<file path="src/rtl/pn_pkg.sv">
// Shared encodings for the Polish Notation token interface: operator and mode
// codes, transmitter FSM states, token field selectors and the burst length rule.
package pn_pkg;

  localparam logic [1:0] OP_ADD = 2'd0;
  localparam logic [1:0] OP_SUB = 2'd1;
  localparam logic [1:0] OP_MUL = 2'd2;
  localparam logic [1:0] OP_ABS = 2'd3;

  localparam logic [1:0] PRE3   = 2'd0;
  localparam logic [1:0] POST3  = 2'd1;
  localparam logic [1:0] PRECH  = 2'd2;
  localparam logic [1:0] POSTCH = 2'd3;

  typedef enum logic [2:0] {
    S_IDLE,
    S_SEND,
    S_WAIT,
    S_DONE,
    S_GAP
  } state_e;

  typedef enum logic [1:0] {
    F_OP,
    F_A,
    F_B
  } field_e;

  // Triples carry three tokens per operator; chains share one running operand.
  function automatic int len(input logic [1:0] mode, input int n);
    return mode[1] ? 2 * n + 1 : 3 * n;
  endfunction

endpackage

</file>
<file path="src/rtl/pn_token_sel.sv">
// Combinational token picker: which field (operator, a or b) and which lane
// is sent at token index k for the given mode and operator count.
module pn_token_sel
  import pn_pkg::*;
#(
  parameter int MAX_EXPR = 4,
  parameter int TW       = 4
) (
  input  logic [1:0]            mode,
  input  logic [2:0]            n,
  input  logic [TW-1:0]         k,
  input  logic [2*MAX_EXPR-1:0] ops,
  input  logic [3*MAX_EXPR-1:0] a,
  input  logic [3*MAX_EXPR-1:0] b,
  output logic                  operator,
  output logic [2:0]            val
);

  field_e fld;
  int     ki;
  int     nn;
  int     lane;

  // NOTE: every variable gets a default at the top of always_comb so no path
  // leaves it unassigned, which would otherwise infer a latch.
  always_comb begin
    ki   = int'(k);
    nn   = int'(n);
    fld  = F_OP;
    lane = 0;
    case (mode)
      PRE3: begin
        lane = ki / 3;
        case (ki % 3)
          0:       fld = F_OP;
          1:       fld = F_A;
          default: fld = F_B;
        endcase
      end
      POST3: begin
        lane = ki / 3;
        case (ki % 3)
          0:       fld = F_A;
          1:       fld = F_B;
          default: fld = F_OP;
        endcase
      end
      PRECH: begin
        // Outermost operator first, then the seed operand and the chain operands.
        if (ki < nn) begin
          fld  = F_OP;
          lane = nn - 1 - ki;
        end else if (ki == nn) begin
          fld  = F_A;
          lane = 0;
        end else begin
          fld  = F_B;
          lane = ki - nn - 1;
        end
      end
      default: begin
        if (ki == 0) begin
          fld  = F_A;
          lane = 0;
        end else if (ki[0]) begin
          fld  = F_B;
          lane = (ki - 1) / 2;
        end else begin
          fld  = F_OP;
          lane = (ki - 2) / 2;
        end
      end
    endcase
  end

  always_comb begin
    operator = (fld == F_OP);
    case (fld)
      F_OP:    val = {1'b0, 2'(ops >> (2 * lane))};
      F_A:     val = 3'(a >> (3 * lane));
      default: val = 3'(b >> (3 * lane));
    endcase
  end

endmodule

</file>
<file path="src/rtl/pn_token_tx.sv">
// Serializes one PN expression command into the evaluator token stream, then
// collects and counts the evaluator responses and reports done/err/timeout.
module pn_token_tx
  import pn_pkg::*;
#(
  parameter int MAX_EXPR   = 4,
  parameter int GAP_CYCLES = 2,
  parameter int TIMEOUT    = 64
) (
  input  logic                  clk,
  input  logic                  rst_n,
  input  logic                  cmd_valid,
  output logic                  cmd_ready,
  input  logic [1:0]            cmd_mode,
  input  logic [2:0]            cmd_cnt,
  input  logic [2*MAX_EXPR-1:0] cmd_ops,
  input  logic [3*MAX_EXPR-1:0] cmd_a,
  input  logic [3*MAX_EXPR-1:0] cmd_b,
  output logic                  pn_in_valid,
  output logic [1:0]            pn_mode,
  output logic                  pn_operator,
  output logic [2:0]            pn_in,
  input  logic                  pn_out_valid,
  input  logic [31:0]           pn_out,
  output logic                  done,
  output logic                  err,
  output logic                  timeout,
  output logic [2:0]            rsp_cnt,
  output logic [31:0]           last_rsp
);

  localparam int TW = $clog2(3 * MAX_EXPR + 1);
  localparam int MW = $clog2(TIMEOUT + 1);
  localparam int GW = (GAP_CYCLES > 1) ? $clog2(GAP_CYCLES) : 1;

  state_e                state;
  logic [TW-1:0]         tok_idx;
  logic [MW-1:0]         tmo;
  logic [GW-1:0]         gap_cnt;

  logic [1:0]            mode_q;
  logic [2:0]            n_q;
  logic [2*MAX_EXPR-1:0] ops_q;
  logic [3*MAX_EXPR-1:0] a_q;
  logic [3*MAX_EXPR-1:0] b_q;

  logic [1:0]            sel_mode;
  logic [2:0]            sel_n;
  logic [TW-1:0]         sel_k;
  logic [2*MAX_EXPR-1:0] sel_ops;
  logic [3*MAX_EXPR-1:0] sel_a;
  logic [3*MAX_EXPR-1:0] sel_b;
  logic                  sel_operator;
  logic [2:0]            sel_val;

  logic                  accept;
  logic                  cnt_bad;
  logic [TW-1:0]         tok_last;
  logic [2:0]            rsp_exp;

  assign accept   = cmd_valid && cmd_ready;
  assign cnt_bad  = (cmd_cnt == 3'd0) || (int'(cmd_cnt) > MAX_EXPR);
  assign tok_last = TW'(len(mode_q, int'(n_q)) - 1);
  assign rsp_exp  = mode_q[1] ? 3'd1 : n_q;

  // In IDLE the picker looks at the live command so token 0 registers on accept.
  always_comb begin
    if (state == S_IDLE) begin
      sel_mode = cmd_mode;
      sel_n    = cmd_cnt;
      sel_k    = '0;
      sel_ops  = cmd_ops;
      sel_a    = cmd_a;
      sel_b    = cmd_b;
    end else begin
      sel_mode = mode_q;
      sel_n    = n_q;
      sel_k    = tok_idx + TW'(1);
      sel_ops  = ops_q;
      sel_a    = a_q;
      sel_b    = b_q;
    end
  end

  pn_token_sel #(
    .MAX_EXPR (MAX_EXPR),
    .TW       (TW)
  ) u_sel (
    .mode     (sel_mode),
    .n        (sel_n),
    .k        (sel_k),
    .ops      (sel_ops),
    .a        (sel_a),
    .b        (sel_b),
    .operator (sel_operator),
    .val      (sel_val)
  );

  // NOTE: the command holding registers are pure datapath, only read after a
  // load, so they carry no reset.
  always_ff @(posedge clk) begin
    if (accept) begin
      mode_q <= cmd_mode;
      n_q    <= cmd_cnt;
      ops_q  <= cmd_ops;
      a_q    <= cmd_a;
      b_q    <= cmd_b;
    end
  end

  always_ff @(posedge clk or negedge rst_n) begin
    if (!rst_n) begin
      state       <= S_IDLE;
      cmd_ready   <= 1'b1;
      pn_in_valid <= 1'b0;
      pn_mode     <= 2'd0;
      pn_operator <= 1'b0;
      pn_in       <= 3'd0;
      done        <= 1'b0;
      err         <= 1'b0;
      timeout     <= 1'b0;
      rsp_cnt     <= 3'd0;
      last_rsp    <= 32'd0;
      tok_idx     <= '0;
      tmo         <= '0;
      gap_cnt     <= '0;
    end else begin
      // NOTE: non-blocking defaults here are overridden by later assignments
      // in the same edge, giving single-cycle pulses without extra logic.
      done    <= 1'b0;
      err     <= 1'b0;
      timeout <= 1'b0;
      case (state)
        S_IDLE: begin
          if (accept) begin
            cmd_ready <= 1'b0;
            rsp_cnt   <= 3'd0;
            last_rsp  <= 32'd0;
            tok_idx   <= '0;
            if (cnt_bad) begin
              state <= S_DONE;
              done  <= 1'b1;
              err   <= 1'b1;
            end else begin
              state       <= S_SEND;
              pn_in_valid <= 1'b1;
              pn_mode     <= cmd_mode;
              pn_operator <= sel_operator;
              pn_in       <= sel_val;
            end
          end
        end
        S_SEND: begin
          if (tok_idx == tok_last) begin
            state       <= S_WAIT;
            pn_in_valid <= 1'b0;
            pn_mode     <= 2'd0;
            pn_operator <= 1'b0;
            pn_in       <= 3'd0;
            tmo         <= '0;
          end else begin
            tok_idx     <= tok_idx + TW'(1);
            pn_operator <= sel_operator;
            pn_in       <= sel_val;
          end
        end
        S_WAIT: begin
          if (pn_out_valid) begin
            rsp_cnt  <= rsp_cnt + 3'd1;
            last_rsp <= pn_out;
            tmo      <= '0;
            if (rsp_cnt + 3'd1 == rsp_exp) begin
              state <= S_DONE;
              done  <= 1'b1;
            end
          end else if (tmo == MW'(TIMEOUT - 1)) begin
            state   <= S_DONE;
            done    <= 1'b1;
            timeout <= 1'b1;
          end else begin
            tmo <= tmo + MW'(1);
          end
        end
        S_DONE: begin
          gap_cnt <= '0;
          if (GAP_CYCLES == 0) begin
            state     <= S_IDLE;
            cmd_ready <= 1'b1;
          end else begin
            state <= S_GAP;
          end
        end
        S_GAP: begin
          if (gap_cnt == GW'(GAP_CYCLES - 1)) begin
            state     <= S_IDLE;
            cmd_ready <= 1'b1;
          end else begin
            gap_cnt <= gap_cnt + GW'(1);
          end
        end
        default: begin
          state     <= S_IDLE;
          cmd_ready <= 1'b1;
        end
      endcase
    end
  end

endmodule
</file>
<file path="config.mk">
export PLATFORM = sky130hd
export DESIGN_NAME = pn_token_tx
export DESIGN_NICKNAME = d
export VERILOG_FILES = /design/src/rtl/pn_pkg.sv /design/src/rtl/pn_token_sel.sv /design/src/rtl/pn_token_tx.sv
export SDC_FILE = /design/constraint.sdc
export NUM_CORES = 1
export LEC_CHECK = 0
export ABC_AREA = 1
export CAP_MARGIN = 15
export CORE_ASPECT_RATIO = 1.25
export CORE_UTILIZATION = 55
export DETAILED_ROUTE_END_ITERATION = 8
export PLACE_DENSITY = 0.86
export SETUP_SLACK_MARGIN = 0.3
export SKIP_LAST_GASP = 1
export SLEW_MARGIN = 5
export SYNTH_ARGS = -nofsm -noshare
export SYNTH_HDL_FRONTEND = slang
export SYNTH_SLANG_ARGS = --single-unit
</file>
<file path="constraint.sdc">
create_clock -name clk -period 7.7 [get_ports clk]
set_input_delay 1.925 -clock clk [delete_from_list [all_inputs] [get_ports clk]]
set_output_delay 1.925 -clock clk [all_outputs]
set_load 0.02 [all_outputs]
</file>
Word level (Yosys, flattened, before mapping)
Index checks and enable logic that the tools add are counted.
{ "word_totals": {"mem_bits_ro": 0, "regBits": 98, "out_inout_bits": 46, "ram_bits": 0, "n_memories": 0, "latch_bits": 0} }
{ "classes": {"shifts": 3, "n_lt_le_gt_ge": 2, "mul": 2, "n_eq_ne": 21, "bitwise_logic": 3, "muxes": 72, "reduce_logical": 21, "addsub": 14, "n_div": 2} }
{ "ops": {"columns": ["cell", "n"], "rows": [
  ["$mux W32", 6],
  ["$pmux W32 S2", 2],
  ["$add A32 B1 Y32", 2],
  ["$shr A12 B32 Y3", 2],
  ["$mux W3", 13],
  ["$div A5 B3 Y32 const B", 1],
  ["$eq A32 B1 Y1 const B", 1],
  ["$logic_not A32 Y1", 1],
  ["$mod A5 B3 Y32 const B", 1],
  ["$mul A3 B32 Y32 const A", 1],
  ["$shr A8 B32 Y2", 1],
  ["$sub A32 B2 Y32 const B", 1],
  ["$sub A32 B5 Y32", 1],
  ["$mux W12", 2],
  ["$mux W7", 3],
  ["$mux W2", 9],
  ["$pmux W3 S2", 3],
  ["$mux W1", 17],
  ["$mux W4", 4],
  ["$pmux W3 S5", 1],
  ["$reduce_and A3 Y1", 5],
  ["$pmux W7 S2", 1],
  ["$ne A2 B2 Y1 const B", 6],
  ["$pmux W2 S2", 3],
  ["other kinds (38)", 53]
]} }

Longest topological paths before layout
{ "depth": {"word_depth": 14, "depth_mapped": 51, "ltp_nobuf": 47} }

By module
A second synthesis with hierarchy kept.
{ "unflattened": {"cells_unflattened": 1444, "area_unflattened_um2": 9594.2} }
{ "modules_own_cells": {"columns": ["module", "seq_area_each_um2", "n_inst", "area_per_inst_um2", "cells_per_inst"], "rows": [
  ["pn_token_sel", 0.0, 1, 4906.0, 911],
  ["pn_token_tx", 2638.8, 1, 4688.2, 533]
]} }

Least setup slack after synthesis
No wires, ideal clock.
{ "synth_timing": {"kind": "input -> register", "from": "input port cmd_cnt[1]", "to": "register pn_in[0]", "stages": 34, "path_buffers": 1, "path_slack_ns": 0.495, "arrival_time_ns": 7.140, "setup_time_ns": 0.065, "cell_sequence": "o21ai_0 ha_1 nand3_1 nand2_1 a21oi_1 nor2_1 nor2_1 nand3b_1 ha_1 a221oi_1 nor2_1 ha_1 ha_1 a21oi_1 o21ai_0 a21oi_1 o21ai_1 a21oi_1 xnor2_1 or2_2 nor2_1 nand2_1 nor3_4 buf_6 nand3_1 nand2_1 nand2_1 nand3_1 nand2_1 inv_1 nand2_1 nand2_1 nand2_1 nand2_1"} }
{ "synth_via": {"elab_chain_len": 12, "elab_cells_between_ends": 29, "cone_classes": "add/sub (4); mul (1); order compare (2); eq/ne (3); shift (3); mux (12); reduce/logical (4)"} }
{ "synth_rtl": {"columns": ["element", "line_no", "source"], "rows": [
  ["start, declared", "pn_token_tx.sv:15", "input logic [2:0] cmd_cnt,"],
  ["$mux W3", "pn_token_tx.sv:68", "if (state == S_IDLE) begin"],
  ["$sub A4 B3 Y5", "pn_token_sel.sv:58", "lane = ki - nn - 1;"],
  ["$sub A32 B2 Y32", "pn_token_sel.sv:58", null],
  ["$mux W32", "pn_token_sel.sv:53", "end else if (ki == nn) begin"],
  ["$mux W32", "pn_token_sel.sv:50", "if (ki < nn) begin"],
  ["$pmux W32 S2", "pn_token_sel.sv:31", "case (mode)"],
  ["$mul A3 B32 Y32", "pn_token_sel.sv:80, pn_token_sel.sv:81", null],
  ["$shr A12 B32 Y3 (on tied branches)", "pn_token_sel.sv:81, pn_token_sel.sv:80", null],
  ["$pmux W3 S2", "pn_token_sel.sv:78", "case (fld)"],
  ["$mux W3", "pn_token_tx.sv:140", "if (cnt_bad) begin"],
  ["$mux W3", "pn_token_tx.sv:135", "if (accept) begin"],
  ["$pmux W3 S2", "pn_token_tx.sv:133", "case (state)"],
  ["end signal, assigned", "pn_token_tx.sv:149", "pn_in <= sel_val;"],
  ["end signal, assigned", "pn_token_tx.sv:164", "pn_in <= sel_val;"],
  ["end, declared", "pn_token_tx.sv:22", "output logic [2:0] pn_in,"]
]} }
Parallel ways exist; a longest one is shown, timed or not. The select of a mux whose other input is x is not followed.
A chain may end at the register's enable or synchronous reset.

Worst setup path after layout
{ "layout_timing": {"from": "input port cmd_cnt[0]", "to": "register pn_in[0]"} }
Same word-level chain as after synthesis.

==> results.json <==
{
  "netlist_top_cells_count": "nand2_1, inv_1, nor2_1",
  "routabilityCongestion": 0.9508,
  "root_buffer": "clkbuf_16",
  "dr_wl_met3_um": 1624,
  "top_layer": "met4",
  "die_h_um": 142.0,
  "routed_wl_um": 26230,
  "crit_path_frequent_cell": "nand2_1",
  "syn-cell-area_mm2": 0.008618,
  "finalHoldViolCount": 0,
  "antenna_left": 0,
  "yosys-top-cells-area": "dfrtp_1, ha_1, edfxtp_1",
  "cts_tree": "done",
  "grt_pass1_wl_um": 42010,
  "portBuffers": 118,
  "initial_core_util": 0.5693,
  "status": "finished, final reports clean",
  "drt_first_iter_violations": 737,
  "netlist_instances": 1132,
  "drt_pass1_iterations": 6,
  "fp.coreArea_mm2": 0.01514,
  "slew-limit-headroom": 0.4932,
  "syn_area_per_cell_um2": 7.613,
  "timing.hold.ws_ns": 0.4806,
  "antenna_found_initial": 0,
  "drive_gt1_frac": 0.2064,
  "die_x_um": 114.0,
  "cts_max_level": 3,
  "clk_pin_slew_ns": 0.07,
  "fmax_mhz": 139.9,
  "cp-end-kind": "flip-flop",
  "skew_ns": 0.009515,
  "instances_no_fill": 1584,
  "path_class": "in -> reg",
  "synth_nets": 1302,
  "seq_area_frac_synth": 0.3062,
  "synth_top_area_frac": 0.1742,
  "dp_hpwl_um": 18770,
  "dr_wl_met2_um": 13710,
  "yosys_warnings": 0,
  "rsz0062_at_grt": "no",
  "num_rows": 50,
  "drc": 0,
  "final_area_mm2": 0.01181,
  "rrSetupSlack_ns": 0.96,
  "setup_viol": 0,
  "place_area_mm2": 0.01085,
  "grt_pass1_vias": 9101,
  "drv_cap": 0,
  "worst_pin_slew_ns": 0.7544,
  "met1_length_um": 9608,
  "crit_arrival_ns": 7.44,
  "drv_slew": 0,
  "worstSkewPairLatency_ns": 0.35,
  "synth_top_area_cell": "dfrtp_1",
  "hold_path_class": "reg -> reg",
  "start_kind": "input pin",
  "cts_buffers": 9,
  "max_stage_delay_ns": 0.44,
  "cp_slowest_cell": "fa_1",
  "yosysMostFrequentCell": "nand2_1",
  "pin_count": 119,
  "viasPerCell": 5.725,
  "yosys_register_bits": 98,
  "grt_start_max_net_pins": 62,
  "synth_cell_types": 60,
  "cts_hold_buf": 0,
  "cts.sinks": 98,
  "grt_overflow_total": 0,
  "min_period_ns": 7.147,
  "post_drt_wl_per_cell_um": 16.56,
  "area_growth_pct": 37.08,
  "dieArea_mm2": 0.01618,
  "grt_usage": 0.3247,
  "clock_path_buffers": 2,
  "worst-path-max-fanout": 7,
  "vias": 9068,
  "diodes": 0,
  "fill_cells": 979,
  "synth_edf_count": 37,
  "dp_cells": 1553,
  "period_share": 0.9282,
  "final_nets": 1541,
  "async_flop_share": 0.6224,
  "required_ns": 7.99,
  "synth-main-ff-cell": "dfrtp_1"
}
## worst max-delay path, delay by kind of cell
| kind | cells | cell delay, ns |
|---|---|---|
| AO/OA/AOI/OAI | 5 | 0.79 |
| adder cells (fa/ha/maj) | 6 | 1.70 |
| buffers and inverters | 10 | 1.28 |
| AND/OR/NAND/NOR | 20 | 1.74 |
## logic make-up (layout without fill, tap and decap cells)
family,after synthesis,after routing,share of synthesized area
AO/OA/AOI/OAI,190,190,0.1400
multiplexers,16,16,0.01873
XOR/XNOR,42,42,0.04268
adder cells (fa/ha/maj),97,97,0.1443
flip-flops,98,98,0.3062
buffers and inverters,157,401,0.07230
AND/OR/NAND/NOR,532,532,0.2758
## state kept, by name, indices dropped and copies added (netlist names)
name / count
a_q: 12
b_q: 12
cmd_ready: 1
done: 1
err: 1
gap_cnt: 1
last_rsp: 32
mode_q: 2
n_q: 3
ops_q: 8
pn_in: 3
pn_in_valid: 1
pn_mode: 2
pn_operator: 1
rsp_cnt: 3
state: 3
timeout: 1
tmo: 7
tok_idx: 4
## per-stage QoR
| stage | TNS (ns) | setup slack (ns) | util |
|---|---|---|---|
| 6_report | 0 | 0.5527 | 0.7803 |
| 5_1_grt | 0 | 0.2087 | 0.7803 |
| 4_1_cts | 0 | 0.3005 | 0.7542 |
| 3_5_place_dp | -1.258 | -0.4739 | 0.7165 |
| 3_3_place_gp | -0.8302 | -0.3305 | 0.7165 |
| 2_1_floorplan | 0 | 0.4949 | - |
## per-layer routing
metal | up-vias | track usage
met5 | - | 0
met4 | 0 | 0.1709
met3 | 119 | 0.06474
met2 | 409 | 0.6102
met1 | 4219 | 0.3363
li1 | 4321 | -
## cell type report
class / instances / area [um2] / share of cell area
Clock buffer: 9 / 225.2 / 0.01906
Clock inverter: 7 / 116.4 / 0.009850
Inverter: 131 / 496.7 / 0.04205
Multi-Input combinational cell: 877 / 5843 / 0.4946
Sequential cell: 98 / 2639 / 0.2234
Tap cell: 208 / 260.3 / 0.02203
Timing Repair Buffer: 254 / 2233 / 0.1890
## path summary, 6_finish.rpt
kind	from	endpoint	cells after the start
worst max-delay path	cmd_cnt[0]	pn_in[0]	41
worst min-delay path	pn_in[0]	pn_in[0]	2
worst max register to register	state[2]	pn_in[0]	44
worst min register to register	pn_in[0]	pn_in[0]	2
max in group asynchronous	rst_n	gap_cnt	2
min in group asynchronous	rst_n	last_rsp[29]	2
## timing repair
action / 4_1_cts / 5_1_grt
buffers inserted: 5 / 8
pin swaps: 5 / 37
hold endpoints to repair: 0 / 0
resized for setup: 35 / 81
setup endpoints to repair: 3 / 3
gates cloned: 1 / 0
## cells in the final DEF, fill, tap and decap left out, types with 3 or more instances in the layout
master / n
dfrtp_1: 60
fa_1: 3
xor2_1: 24
nor3_1: 12
ha_1: 70
clkbuf_16: 9
a21oi_1: 38
ha_4: 19
o21ai_4: 3
o21ai_2: 7
nand2_2: 15
o21ai_0: 46
o31ai_1: 5
o21ai_1: 9
nand3_2: 7
nand2_1: 252
nand4_1: 21
nor3b_1: 3
edfxtp_1: 37
nand3b_1: 6
a21oi_2: 10
buf_4: 130
o221ai_1: 4
mux2i_1: 15
a31oi_1: 9
clkdlybuf4s50_1: 114
a21o_1: 3
xnor2_1: 18
buf_6: 3
a22o_1: 32
nor2_1: 100
inv_1: 112
nand3_1: 84
inv_2: 16
ha_2: 4
nor2_4: 6
nand2_4: 3
nor2_2: 13
Power is left out: the tool's default activity adds up to more than one toggle a clock period on the data nets, which glitch-free logic cannot reach.
